==> src/rtl/ariane_pkg.sv <==
// ariane_pkg: CMO request/response types shared by the CMO functional unit and the L1 data cache.
package ariane_pkg;
    localparam int unsigned TRANS_ID_BITS = 3;

    typedef enum logic [3:0] {
        CMO_CLEAN, CMO_FLUSH, CMO_INVAL, CMO_ZERO,
        CMO_PREFETCH_I, CMO_PREFETCH_R, CMO_PREFETCH_W,
        CMO_CLEAN_ALL, CMO_FLUSH_ALL, CMO_INVAL_ALL, CMO_NONE
    } cmo_t;

    typedef struct packed {
        logic                     req;
        logic [TRANS_ID_BITS-1:0] trans_id;
        logic [63:0]              address;
        cmo_t                     cmo_op;
    } cmo_req_t;

    typedef struct packed {
        logic                     req_ready;
        logic                     ack;
        logic [TRANS_ID_BITS-1:0] trans_id;
    } cmo_resp_t;

    function automatic logic cmo_is_all(cmo_t op);
        return op inside {CMO_CLEAN_ALL, CMO_FLUSH_ALL, CMO_INVAL_ALL};
    endfunction

    function automatic logic cmo_needs_wb(cmo_t op);
        return op inside {CMO_CLEAN, CMO_FLUSH, CMO_CLEAN_ALL, CMO_FLUSH_ALL};
    endfunction
endpackage

==> src/rtl/lzc.sv <==
// lzc: trailing (MODE=0) or leading (MODE=1) zero counter with the common_cells interface.
module lzc #(
    parameter int unsigned WIDTH     = 2,
    parameter bit          MODE      = 1'b0,
    parameter int unsigned CNT_WIDTH = (WIDTH > 1) ? $clog2(WIDTH) : 1
) (
    input  logic [WIDTH-1:0]     in_i,
    output logic [CNT_WIDTH-1:0] cnt_o,
    output logic                 empty_o
);
    always_comb begin
        cnt_o = '0;
        for (int i = WIDTH - 1; i >= 0; i--) begin
            if (in_i[MODE ? (WIDTH - 1 - i) : i]) cnt_o = CNT_WIDTH'(i);
        end
    end

    assign empty_o = ~|in_i;
endmodule

==> src/rtl/dcache_cmo_handler.sv <==
// dcache_cmo_handler: executes clean/flush/invalidate CMOs against the L1D tag array and writeback unit.
// Define DCACHE_CMO_ALL_EN to let the _ALL ops walk every set; otherwise they are acked with no array activity.
module dcache_cmo_handler
    import ariane_pkg::*;
#(
    parameter int unsigned NR_SETS  = 256,
    parameter int unsigned NR_WAYS  = 4,
    parameter int unsigned LINE_OFF = 4,
    parameter int unsigned TAG_W    = 44,
    localparam int unsigned IDX_W   = $clog2(NR_SETS),
    localparam int unsigned WAY_W   = $clog2(NR_WAYS)
) (
    input  logic                            clk_i,
    input  logic                            rst_ni,
    input  cmo_req_t                        cmo_req_i,
    output cmo_resp_t                       cmo_resp_o,
    output logic                            arr_req_o,
    input  logic                            arr_gnt_i,
    output logic                            arr_we_o,
    output logic [IDX_W-1:0]                arr_index_o,
    output logic [NR_WAYS-1:0]              arr_way_mask_o,
    input  logic                            arr_rvalid_i,
    input  logic [NR_WAYS-1:0]              arr_valid_i,
    input  logic [NR_WAYS-1:0]              arr_dirty_i,
    input  logic [NR_WAYS-1:0][TAG_W-1:0]   arr_tag_i,
    output logic                            wb_req_o,
    input  logic                            wb_gnt_i,
    output logic [IDX_W-1:0]                wb_index_o,
    output logic [WAY_W-1:0]                wb_way_o,
    input  logic                            wb_done_i
);
    typedef enum logic [2:0] {IDLE, LOOKUP, COMPARE, WB_REQ, WB_WAIT, INVAL, NEXT, ACK} state_t;

    state_t                   state_q, state_d;
    logic [TRANS_ID_BITS-1:0] trans_id_q, trans_id_d;
    cmo_t                     op_q, op_d;
    logic [IDX_W-1:0]         idx_q, idx_d;
    logic [TAG_W-1:0]         tag_q, tag_d;
    logic [NR_WAYS-1:0]       target_q, target_d, dirty_q, dirty_d, hit;
    logic                     all_req, all_op, inval_op, unused_empty, unused_addr;

    assign unused_addr = ^{cmo_req_i.address[LINE_OFF-1:0], cmo_req_i.address[63:LINE_OFF+IDX_W+TAG_W]};
    assign inval_op    = op_q inside {CMO_FLUSH, CMO_INVAL, CMO_FLUSH_ALL, CMO_INVAL_ALL};

`ifdef DCACHE_CMO_ALL_EN
    logic [IDX_W-1:0] cnt_q, cnt_d;
    assign all_req     = cmo_is_all(cmo_req_i.cmo_op);
    assign all_op      = cmo_is_all(op_q);
    assign arr_index_o = all_op ? cnt_q : idx_q;
`else
    assign all_req     = 1'b0;
    assign all_op      = 1'b0;
    assign arr_index_o = idx_q;
`endif

    always_comb begin
        for (int w = 0; w < NR_WAYS; w++) hit[w] = arr_valid_i[w] && (arr_tag_i[w] == tag_q);
    end

    always_comb begin
        state_d    = state_q;
        trans_id_d = trans_id_q;
        op_d       = op_q;
        idx_d      = idx_q;
        tag_d      = tag_q;
        target_d   = target_q;
        dirty_d    = dirty_q;
`ifdef DCACHE_CMO_ALL_EN
        cnt_d      = cnt_q;
`endif
        unique case (state_q)
            IDLE: if (cmo_req_i.req) begin
                trans_id_d = cmo_req_i.trans_id;
                op_d       = cmo_req_i.cmo_op;
                idx_d      = cmo_req_i.address[LINE_OFF +: IDX_W];
                tag_d      = cmo_req_i.address[LINE_OFF+IDX_W +: TAG_W];
`ifdef DCACHE_CMO_ALL_EN
                cnt_d      = '0;
`endif
                state_d    = (cmo_req_i.cmo_op inside {CMO_CLEAN, CMO_FLUSH, CMO_INVAL} || all_req) ? LOOKUP : ACK;
            end
            LOOKUP: if (arr_gnt_i) state_d = COMPARE;
            COMPARE: if (arr_rvalid_i) begin
                target_d = all_op ? arr_valid_i : hit;
                dirty_d  = cmo_needs_wb(op_q) ? (target_d & arr_dirty_i) : '0;
                state_d  = (|dirty_d) ? WB_REQ : (inval_op && (|target_d)) ? INVAL : NEXT;
            end
            WB_REQ: if (wb_gnt_i) state_d = WB_WAIT;
            // dirty_q only holds ways of target, so target is known nonzero here
            WB_WAIT: if (wb_done_i) begin
                dirty_d[wb_way_o] = 1'b0;
                state_d           = (|dirty_d) ? WB_REQ : inval_op ? INVAL : NEXT;
            end
            INVAL: if (arr_gnt_i) state_d = NEXT;
`ifdef DCACHE_CMO_ALL_EN
            NEXT: begin
                state_d = (all_op && cnt_q != IDX_W'(NR_SETS - 1)) ? LOOKUP : ACK;
                cnt_d   = cnt_q + IDX_W'(1);
            end
`else
            NEXT: state_d = ACK;
`endif
            ACK: state_d = IDLE;
        endcase
    end

    always_ff @(posedge clk_i or negedge rst_ni) begin
        if (!rst_ni) begin
            state_q    <= IDLE;
            trans_id_q <= '0;
            op_q       <= CMO_CLEAN;
            idx_q      <= '0;
            tag_q      <= '0;
            target_q   <= '0;
            dirty_q    <= '0;
`ifdef DCACHE_CMO_ALL_EN
            cnt_q      <= '0;
`endif
        end else begin
            state_q    <= state_d;
            trans_id_q <= trans_id_d;
            op_q       <= op_d;
            idx_q      <= idx_d;
            tag_q      <= tag_d;
            target_q   <= target_d;
            dirty_q    <= dirty_d;
`ifdef DCACHE_CMO_ALL_EN
            cnt_q      <= cnt_d;
`endif
        end
    end

    lzc #(.WIDTH(NR_WAYS), .MODE(1'b0)) i_lzc (
        .in_i   (dirty_q),
        .cnt_o  (wb_way_o),
        .empty_o(unused_empty)
    );

    assign cmo_resp_o.req_ready = rst_ni && (state_q == IDLE);
    assign cmo_resp_o.ack       = (state_q == ACK);
    assign cmo_resp_o.trans_id  = (state_q == ACK) ? trans_id_q : '0;
    assign arr_req_o            = (state_q == LOOKUP) || (state_q == INVAL);
    assign arr_we_o             = (state_q == INVAL);
    assign arr_way_mask_o       = (state_q == INVAL) ? target_q : '0;
    assign wb_req_o             = (state_q == WB_REQ);
    assign wb_index_o           = arr_index_o;

    // a single-line lookup can match at most one way
    assert property (@(posedge clk_i) disable iff (!rst_ni)
        (state_q == COMPARE && arr_rvalid_i && !all_op) |-> $onehot0(hit));
endmodule

==> config.mk <==
export PLATFORM = sky130hd
export DESIGN_NAME = dcache_cmo_handler
export DESIGN_NICKNAME = d
export VERILOG_FILES = /design/src/rtl/ariane_pkg.sv /design/src/rtl/lzc.sv /design/src/rtl/dcache_cmo_handler.sv
export SDC_FILE = /design/constraint.sdc
export NUM_CORES = 1
export LEC_CHECK = 0
export ABC_AREA = 1
export BUFFER_PORTS_ARGS = -buffer_cell sky130_fd_sc_hd__buf_2
export CORE_MARGIN = 4
export CORE_UTILIZATION = 50
export DETAILED_ROUTE_END_ITERATION = 7
export PLACE_DENSITY = 0.95
export SYNTH_ARGS = -nofsm -noshare
export SYNTH_HDL_FRONTEND = slang
export SYNTH_SLANG_ARGS = --single-unit
==> constraint.sdc <==
create_clock -name clk_i -period 2.9 [get_ports clk_i]
set_input_delay 0.145 -clock clk_i [delete_from_list [all_inputs] [get_ports clk_i]]
set_output_delay 0.145 -clock clk_i [all_outputs]
set_load 0.01 [all_outputs]
==> results of run 1 <==
power groups by stage:
| stage | clock network [W] | logic (W) | registers, W |
|---|---|---|---|
| after global placement | 0 | 0.00316 | 0.00206 |
| final | 0.00124 | 0.00329 | 0.00210 |
| after detailed placement | 0 | 0.00326 | 0.00209 |
| after CTS | 0.00127 | 0.00328 | 0.00208 |
| after global routing | 0.00130 | 0.00375 | 0.00217 |
| after floorplan | 0 | 0.00270 | 0.00182 |
worst max-delay path by stage:
stage,to,slack [ps],cells past startpoint
floorplan,arr_index_o[6]$_DFFE_PN0P_,1250,7
global placement,arr_index_o[7]$_DFFE_PN0P_,1000,7
detailed placement,state_q[1]$_DFFE_PN0P_,920,14
CTS,state_q[1]$_DFFE_PN0P_,900,14
global route,state_q[1]$_DFFE_PN0P_,730,14
finish,state_q[1]$_DFFE_PN0P_,870,14
state kept, by name (all words and copies together), names as in the netlist:
signal and count:
tag_q 44, arr_index_o 8, trans_id_q 3, op_q 4, state_q 3, target_q 4
dirty_q 4
logic make-up (layout without fill, tap and decap cells):
group                  Yosys count  in the layout  synth area share, %
AO/OA/AOI/OAI                   87             87                 7.95
flip-flops                      70             70                 28.7
buffers and inverters          223            490                 15.1
XOR/XNOR                        68             68                 9.77
AND/OR/NAND/NOR                522            522                 35.1
multiplexers                    18             18                 3.33
routing by layer:
layer / vias up / part of all wire [%] / GRT usage, %
met5: - / 0 / 0
met1: 3017 / 38 / 30.1
met3: 73 / 8.8 / 6.56
li1: 3479 / - / -
met4: 0 / 5.3 / 16.5
met2: 360 / 48 / 47.5
metrics by stage:
| step | cell area, um2 | total power (W) | hold slack [ps] |
|---|---|---|---|
| 6_report | 7850 | 0.00663 | 15.3 |
| 5_1_grt | 7850 | 0.00723 | 23.6 |
| 4_1_cts | 7850 | 0.00664 | 8.15 |
| 3_5_place_dp | 7510 | 0.00535 | 169 |
| 3_3_place_gp | 7510 | 0.00522 | 171 |
| 2_1_floorplan | 6090 | 0.00453 | -151 |
placed cells by master (no fill, tap or decap), types with 10 or more instances in the layout:
master,synthesis,layout
a21oi_1,11,11
buf_2,16,278
clkinv_1,13,13
dfrtp_1,70,70
inv_1,151,151
inv_2,24,24
mux2_2,17,17
nand2_1,372,372
nand3_1,10,10
nand4_1,23,23
nor2_1,82,82
nor2_2,13,13
o21ai_0,56,56
xnor2_1,56,56
xor2_1,12,12
final cells by class:
| class | instances | area [um2] | share of cell area, % |
|---|---|---|---|
| Clock buffer | 13 | 270 | 3.44 |
| Sequential cell | 70 | 1750 | 22.3 |
| Multi-Input combinational cell | 695 | 3420 | 43.6 |
| Inverter | 189 | 711 | 9.05 |
| Timing Repair Buffer | 285 | 1450 | 18.4 |
| Clock inverter | 3 | 65.1 | 0.829 |
| Tap cell | 147 | 184 | 2.34 |
critical path, cell delays in order, from the launching register on:
cell and delay, ps:
dfrtp_1 460, xnor2_1 210, nand2_1 70, nor2_1 230, nand2_1 110, nor2_2 220, nand3_1 160, nand2_2 100
nor2_2 40, nor2_2 70, nand2_1 50, nand2_1 70, nand3_1 60, nand2_1 60, inv_1 30
timing repair:
| action | in CTS | in global routing |
|---|---|---|
| hold buffers | 1 | 0 |
| hold endpoints to repair | 37 | 0 |
| buffers inserted | 0 | 0 |
==> impl_metrics.py, run 1 <==
metrics = {
    "outcome": {
        "outcome": "complete, no violations",
    },
    "sta": {
        "slew_violations": 0,
        "setup_viol": 0,
        "min_period_over_period_pct": 70.2,
        "slew_headroom_pct": 63.2,
        "grt_setup_unrepaired": "false",
        "clock.fmax_mhz": 491,
        "worst_slew_pin_slew_ps": 553,
        "setup-tns-final_ps": 0,
        "fin_crit_ps": 2030,
        "fin_ws_ps": 865,
        "skew_ps": 8.32,
        "timing.final.hold_violations": 0,
    },
    "min_path": {
        "min_path_cells": 3,
        "worstHoldEndpoint": "tag_q[31]$_DFFE_PN0P_",
        "hold_path_startpoint": "cmo_req_i[47]",
        "min_path_type": "input pin to register",
    },
    "clock_tree": {
        "clock-sinks": 70,
        "numCtsBuffers": 9,
        "insertion_delay_ps": 340,
        "cts_tree": "built",
        "cts_resized": 0,
        "clock_path_buffers": 2,
        "cts_root_buffer": "clkbuf_16",
        "clk_pin_slew_ps": 60,
        "htreeDepth": 3,
    },
    "logic_synthesis": {
        "synth_warnings": 0,
        "synthTopCellsByArea": "dfrtp_1 (29%), nand2_1 (23%), inv_1 (9.3%), xnor2_1 (8.0%), nor2_1 (5.1%)",
        "synth_seq_cells": 70,
        "synth_enable_flop_cells": 0,
        "synth_area_per_cell_um2": 6.17,
        "synth_cell_type_count": 38,
        "syn_inst": 988,
        "synth_common_cells": "nand2_1 (372), inv_1 (151), nor2_1 (82)",
        "yosys.area.top_type_share_pct": 28.7,
        "yosysMostFrequentCell": "nand2_1",
        "synth_nets": 1250,
        "async_reset_ff_share_pct": 100,
        "yosys.area.top_type": "dfrtp_1",
        "ys_seq_area_share_pct": 28.7,
        "synth_flop_cell": "dfrtp_1",
        "syn_area_um2": 6090,
    },
    "setup_path": {
        "rr_worst_depth": 14,
        "crit_type": "register to register",
        "crit_path_end_kind": "register",
        "r2r-end": "state_q[1]$_DFFE_PN0P_",
        "reg2reg_slack_ps": 870,
        "worst_r2r_startpoint": "tag_q[34]$_DFFE_PN0P_",
        "cp.required_ps": 3130,
        "worst_ep_arrival_time_ps": 2270,
        "startpoint": "tag_q[34]$_DFFE_PN0P_",
        "cp_max_fo": 5,
        "startpoint_type": "register",
    },
    "placed_design": {
        "place_congestion": 0.938,
        "dpl.hpwl_mm": 16.1,
        "portBuffers": 279,
        "pre_cts_ws_ps": 919,
        "post-place-cells": 1385,
    },
    "route": {
        "avgViaCountPerCell": 4.94,
        "firstDrtPassIters": 7,
        "num_vias": 6929,
        "detail_route.iter0.violations": 514,
        "antenna_left": 0,
        "wl_mm": 19.4,
        "drcViolationCount": 0,
        "wl_per_cell_um": 13.8,
    },
    "power": {
        "vdd_drop_max_v": 0.000418,
        "p_int_w": 0.00370,
        "cellPowerDensity_nw_per_um2": 844,
        "combPwrFrac_pct": 49.6,
        "switchingPower_w": 0.00292,
        "sequentialPowerShare_pct": 31.7,
        "p_clk_share_pct": 18.7,
        "p_leak_nw": 4.49,
        "swShare_pct": 44.1,
    },
    "final_layout": {
        "fillers": 1063,
        "finalCoreUtilization_pct": 65.6,
        "final_cell_count_no_fill": 1402,
        "fin_nets": 1512,
        "layout-drive-gt1-share_pct": 29.7,
        "syn2layout_area_growth_pct": 28.9,
        "n_antenna_cell": 0,
    },
    "die": {
        "die_w_um": 118,
        "start_util_pct": 50.9,
        "core_um2": 12000,
        "io_pins": 292,
        "core.rowCount": 40,
        "dieArea_um2": 14000,
        "die_h_um": 118,
    },
    "global_route": {
        "grt_usage_pct": 27.3,
        "antenna_found_initial": 0,
        "grt_overflow": 0,
        "grt_pass1_wl_mm": 30.8,
        "grt_max_degree": 41,
        "grt_pass1_vias": 6817,
    },
    "flow_run": {
        "drv_cap": 0,
    },
}
(Power assumes the default switching activity.)
==> run 2: changes to the inputs <==
--- a/config.mk
+++ b/config.mk
@@ -5,12 +5,12 @@
 export SDC_FILE = /design/constraint.sdc
 export NUM_CORES = 1
 export LEC_CHECK = 0
-export ABC_AREA = 1
+export ABC_AREA = 0
 export BUFFER_PORTS_ARGS = -buffer_cell sky130_fd_sc_hd__buf_2
 export CORE_MARGIN = 4
-export CORE_UTILIZATION = 50
+export CORE_UTILIZATION = 41
 export DETAILED_ROUTE_END_ITERATION = 7
-export PLACE_DENSITY = 0.95
+export PLACE_DENSITY = 0.88
 export SYNTH_ARGS = -nofsm -noshare
 export SYNTH_HDL_FRONTEND = slang
 export SYNTH_SLANG_ARGS = --single-unit
==> constraint.sdc (replaced) <==
create_clock -name clk_i -period 1.76 [get_ports clk_i]
set_input_delay 0.088 -clock clk_i [delete_from_list [all_inputs] [get_ports clk_i]]
set_output_delay 0.088 -clock clk_i [all_outputs]
set_load 0.01 [all_outputs]
==> impl_metrics.py, run 2 <==
metrics = {
    "outcome": {
        "outcome": "finished with violations",
        "violations": "negative setup slack",
    },
    "route": {
        "num_vias": 6096,
        "antenna_left": 0,
        "drcViolationCount": 0,
        "wl_mm": 25.1,
        "wl_per_cell_um": 22.6,
        "firstDrtPassIters": 5,
        "avgViaCountPerCell": 5.50,
        "detail_route.iter0.violations": 625,
    },
    "logic_synthesis": {
        "synth_seq_cells": 70,
        "synth_warnings": 0,
        "ys_seq_area_share_pct": 33.3,
        "synth_nets": 803,
        "synth_area_per_cell_um2": 9.71,
        "synth_flop_cell": "dfrtp_1",
        "synth_enable_flop_cells": 0,
        "yosys.area.top_type": "dfrtp_1",
        "yosysMostFrequentCell": "xnor2_1",
        "syn_inst": 541,
        "synthTopCellsByArea": "dfrtp_1 (33%), xnor2_1 (14%), xor2_1 (13%), mux2_2 (12%), nand4_1 (2.6%)",
        "syn_area_um2": 5250,
        "async_reset_ff_share_pct": 100,
        "synth_common_cells": "xnor2_1 (86), xor2_1 (75), dfrtp_1 (70)",
        "synth_cell_type_count": 52,
        "yosys.area.top_type_share_pct": 33.3,
    },
    "clock_tree": {
        "insertion_delay_ps": 340,
        "clock_path_buffers": 2,
        "htreeDepth": 3,
        "clk_pin_slew_ps": 60,
        "numCtsBuffers": 9,
        "cts_root_buffer": "clkbuf_16",
        "clock-sinks": 70,
        "cts_tree": "built",
    },
    "sta": {
        "skew_ps": 10.1,
        "setup_viol": 11,
        "clock.fmax_mhz": 418,
        "fin_crit_ps": 2390,
        "fin_ws_ps": -632,
        "min_period_over_period_pct": 136,
        "worst_slew_pin_slew_ps": 511,
        "slew_violations": 0,
        "grt_setup_unrepaired": "true",
        "timing.final.hold_violations": 0,
        "hold-worst-slack_ps": 8.21,
        "slew_headroom_pct": 65.9,
    },
    "global_route": {
        "grt_max_degree": 37,
        "antenna_found_initial": 8,
        "grt_overflow": 0,
        "grt_usage_pct": 32.3,
        "grt_pass1_wl_mm": 35.2,
        "grt_pass1_vias": 6342,
    },
    "die": {
        "io_pins": 292,
        "die_h_um": 121,
        "core_um2": 12600,
        "dieArea_um2": 14700,
        "core.rowCount": 41,
        "start_util_pct": 41.8,
        "die_w_um": 121,
    },
    "setup_path": {
        "cp.required_ps": 1960,
        "slowest_stage": "dfrtp_2",
        "path_buf_inv": 1,
        "startpoint_type": "register",
        "critical_path.cell_chain": "buf_4 -> xnor2_1 -> nand4_1 -> nor2_2 -> nand4_1 -> nor3_4 -> o41ai_4 -> o31ai_2 -> a22oi_2",
        "cpLargestDelayFamily": "simple AND/OR/NAND/NOR gates",
        "slowest_delay_ps": 430,
        "cpMostUsedCell": "nand4_1",
        "cp_max_fo": 4,
        "crit_path_end_kind": "register",
        "worst_ep_arrival_time_ps": 2600,
        "crit_type": "register to register",
    },
    "final_layout": {
        "mostFrequentLayoutCells": "buf_2 (278), buf_4 (95), xnor2_1 (77)",
        "largest_reg_flops": 44,
        "fillers": 903,
        "fin_nets": 1191,
        "syn2layout_area_growth_pct": 63.1,
        "top_register": "tag_q",
        "finalCoreUtilization_pct": 68.2,
        "layout-drive-gt1-share_pct": 55.4,
        "layout_commonest_cell": "buf_2",
    },
    "power": {
        "vdd_drop_max_v": 0.000566,
        "p_leak_nw": 4.21,
        "cellPowerDensity_nw_per_um2": 1380,
    },
    "placed_design": {
        "dpl.hpwl_mm": 18.5,
        "place_congestion": 1.02,
        "portBuffers": 279,
    },
    "min_path": {
        "min_path_type": "input pin to register",
    },
    "flow_run": {
        "drv_cap": 0,
    },
}
run 2: metrics by stage:
stage | area [um2] | TNS [ps] | worst slack, ps | total power, W | cells
2_1_floorplan | 5330 | -675 | -250 | 0.00661 | 541
3_3_place_gp | 7310 | -3760 | -649 | 0.00871 | 1028
3_5_place_dp | 7310 | -4200 | -700 | 0.00888 | 1028
4_1_cts | 8300 | -2850 | -521 | 0.0111 | 1096
5_1_grt | 8570 | -4460 | -714 | 0.0124 | 1109
6_report | 8570 | -3950 | -632 | 0.0119 | 1109
run 2: worst paths after layout:
check / start / endpoint / slack [ps] / cells past startpoint
worst min-delay path: cmo_req_i[10] / arr_index_o[2]$_DFFE_PN0P_ / 8 / 2
worst min register to register: trans_id_q[0]$_DFFE_PN0P_ / trans_id_q[0]$_DFFE_PN0P_ / 500 / 1
min in group asynchronous: rst_ni / op_q[2]$_DFFE_PN0P_ / 180 / 2
worst max-delay path: tag_q[1]$_DFFE_PN0P_ / state_q[1]$_DFFE_PN0P_ / -630 / 9
worst max register to register: tag_q[1]$_DFFE_PN0P_ / state_q[1]$_DFFE_PN0P_ / -630 / 9
max in group asynchronous: rst_ni / tag_q[0]$_DFFE_PN0P_ / 770 / 3
run 2: timing repair:
item	CTS	global route
endpoints found under the setup margin	14	62
hold buffers	45	0
hold endpoints to repair	78	0
setup buffers	9	8
gates resized for setup	43	35
pin swaps	20	17
run 2: logic make-up after synthesis:
group	after synthesis	share of synthesized area (%)
xor+xnor	161	26.8
simple gates	128	14.0
buf+inv	73	6.43
flops	70	33.3
mux	57	12.2
compound gates	51	6.98
fa+ha+maj	1	0.191
run 2: per-layer routing:
metal | GRT usage (%) | vias to the layer above | wire, um | share of wire [%]
li1 | - | 2617 | - | -
met1 | 36.4 | 2886 | 8960 | 36
met2 | 53.8 | 442 | 11800 | 47
met3 | 8.90 | 145 | 2450 | 9.8
met4 | 20.2 | 6 | 1780 | 7.1
met5 | 0 | - | 34 | 0.14
run 2: area by class of cell:
cell class / instances / area, um2 / area share (%)
clock inverter: 1 / 30.0 / 0.350
timing repair buffer: 432 / 2730 / 31.9
clock buffer: 13 / 260 / 3.04
multi-input combinational: 398 / 3490 / 40.7
antenna: 5 / 12.5 / 0.146
tap: 172 / 215 / 2.51
sequential: 70 / 1770 / 20.6
inverter: 18 / 67.6 / 0.789
run 2: where the power goes:
| part | internal (W) | leakage [nW] | switching (W) |
|---|---|---|---|
| Combinational | 0.00360 | 3.19 | 0.00316 |
| Clock | 0.00116 | 0.142 | 0.000681 |
| Sequential | 0.00231 | 0.873 | 0.000947 |
==> run 3: changes to the inputs <==
--- a/config.mk
+++ b/config.mk
@@ -8,9 +8,9 @@
 export ABC_AREA = 0
 export BUFFER_PORTS_ARGS = -buffer_cell sky130_fd_sc_hd__buf_2
 export CORE_MARGIN = 4
-export CORE_UTILIZATION = 41
+export CORE_UTILIZATION = 30
 export DETAILED_ROUTE_END_ITERATION = 7
-export PLACE_DENSITY = 0.88
+export PLACE_DENSITY = 0.7
 export SYNTH_ARGS = -nofsm -noshare
 export SYNTH_HDL_FRONTEND = slang
 export SYNTH_SLANG_ARGS = --single-unit
==> impl_metrics.py, run 3 (synthesis gave the netlist of run 2 again) <==
metrics = {
    "power": {
        "cellPowerDensity_nw_per_um2": 1370,
        "power_w": 0.0119,
        "p_leak_nw": 4.22,
        "vdd_drop_max_v": 0.000581,
    },
    "route": {
        "wl_per_cell_um": 20.3,
        "num_vias": 5562,
        "drcViolationCount": 0,
        "detail_route.iter0.violations": 287,
        "antenna_left": 0,
        "wl_mm": 23.6,
        "firstDrtPassIters": 4,
        "avgViaCountPerCell": 4.78,
    },
    "final_layout": {
        "mostFrequentLayoutCells": "buf_2 (278), buf_4 (81), xor2_1 (75)",
        "layout_commonest_cell": "buf_2",
        "fillers": 1559,
        "fin_nets": 1192,
        "ff_latch_area_um2": 1770,
        "top_register": "tag_q",
        "syn2layout_area_growth_pct": 65.8,
        "layout-drive-gt1-share_pct": 54.8,
        "largest_reg_flops": 44,
        "multi_input_area_um2": 3430,
    },
    "flow_run": {
        "drv_cap": 0,
    },
    "clock_tree": {
        "insertion_delay_ps": 350,
        "numCtsBuffers": 9,
        "htreeDepth": 3,
        "clk_pin_slew_ps": 60,
        "clock-sinks": 70,
        "cts_tree": "built",
        "cts_root_buffer": "clkbuf_16",
        "clock_path_buffers": 2,
    },
    "sta": {
        "grt_setup_unrepaired": "true",
        "min_period_over_period_pct": 135,
        "skew_ps": 13.1,
        "slew_headroom_pct": 73.6,
        "slew_violations": 0,
        "timing.final.hold_violations": 0,
        "worst_slew_pin_slew_ps": 392,
        "fin_ws_ps": -612,
        "setup-tns-final_ps": -3560,
        "clock.fmax_mhz": 422,
        "setup_viol": 15,
        "fin_crit_ps": 2370,
    },
    "die": {
        "core_um2": 17200,
        "die_h_um": 140,
        "dieArea_um2": 19700,
        "start_util_pct": 30.5,
        "io_pins": 292,
        "core.rowCount": 48,
        "die_w_um": 140,
    },
    "global_route": {
        "antenna_found_initial": 3,
        "grt_usage_pct": 22.9,
        "grt_pass1_wl_mm": 34.1,
        "grt_max_degree": 58,
        "grt_overflow": 0,
        "grt_pass1_vias": 5834,
    },
    "min_path": {
        "hold_path_startpoint": "cmo_req_i[59]",
        "min_path_type": "input pin to register",
        "min_path_cells": 2,
        "worstHoldEndpoint": "tag_q[43]$_DFFE_PN0P_",
    },
    "setup_path": {
        "cp_max_fo": 3,
        "r2r-end": "state_q[2]$_DFFE_PN0P_",
        "worst_ep_arrival_time_ps": 2590,
        "crit_type": "register to register",
        "cp.required_ps": 1980,
        "rr_worst_depth": 9,
        "crit_path_end_kind": "register",
        "worst_r2r_startpoint": "tag_q[10]$_DFFE_PN0P_",
        "startpoint_type": "register",
        "reg2reg_slack_ps": -610,
    },
    "outcome": {
        "outcome": "finished with violations",
        "violations": "negative setup slack",
    },
    "placed_design": {
        "dpl.hpwl_mm": 18.8,
        "portBuffers": 279,
        "place_congestion": 0.925,
    },
}
run 3: worst max-delay path by stage:
stage | startpoint | endpoint | slack (ps) | cells past startpoint
CTS | tag_q[39]$_DFFE_PN0P_ | state_q[1]$_DFFE_PN0P_ | -530 | 9
floorplan | tag_q[9]$_DFFE_PN0P_ | state_q[2]$_DFFE_PN0P_ | -250 | 9
global placement | tag_q[9]$_DFFE_PN0P_ | state_q[2]$_DFFE_PN0P_ | -710 | 8
finish | tag_q[10]$_DFFE_PN0P_ | state_q[2]$_DFFE_PN0P_ | -610 | 9
detailed placement | tag_q[9]$_DFFE_PN0P_ | state_q[2]$_DFFE_PN0P_ | -730 | 8
global route | tag_q[11]$_DFFE_PN0P_ | state_q[1]$_DFFE_PN0P_ | -700 | 9
run 3: metrics by stage:
| step | setup WS, ps | cell area (um2) | util, % | hold WS, ps | cells |
|---|---|---|---|---|---|
| 2_1_floorplan | -250 | 5330 | - | -208 | 541 |
| 3_3_place_gp | -707 | 7350 | 42.6 | -32.3 | 1072 |
| 3_5_place_dp | -726 | 7350 | 42.6 | -29.3 | 1072 |
| 4_1_cts | -534 | 8480 | 49.2 | 3.36 | 1155 |
| 5_1_grt | -701 | 8710 | 50.5 | 13.3 | 1162 |
| 6_report | -612 | 8710 | 50.5 | 12.7 | 1164 |
run 3: timing repair:
action	CTS	global route
endpoints found under the setup margin	50	67
endpoints found under the hold margin	125	0
setup buffers	11	6
pin swaps	21	12
resized for setup	38	36
hold buffers	56	0
run 3: power breakdown:
part / total (W) / switching (W) / internal, W
logic: 0.00660 / 0.00293 / 0.00367
clock network: 0.00206 / 0.000781 / 0.00128
registers: 0.00325 / 0.000929 / 0.00232
run 3: per-layer routing:
metal	vias up	wire [um]	global-route usage [%]
met4	2	483	7.45
li1	2627	-	-
met3	36	1470	4.57
met2	227	11700	38.6
met5	-	12	0
met1	2670	9940	29.4
run 3: worst max-delay path: stages, from the launching register on:
cell and delay (ps):
dfrtp_1 410, xor2_1 190, nor4_1 330, buf_4 180
nand4_1 160, nor4_4 350, nand2_1 150, a32oi_2 270
o21ba_1 160, o41ai_1 60
run 3: layout make-up:
type / instances / share of cell area, %
tap: 225 / 3.23
timing repair buffer: 433 / 32.4
sequential: 70 / 20.4
clock inverter: 5 / 0.948
multi-input combinational: 398 / 39.4
antenna: 4 / 0.115
inverter: 18 / 0.776
clock buffer: 11 / 2.79
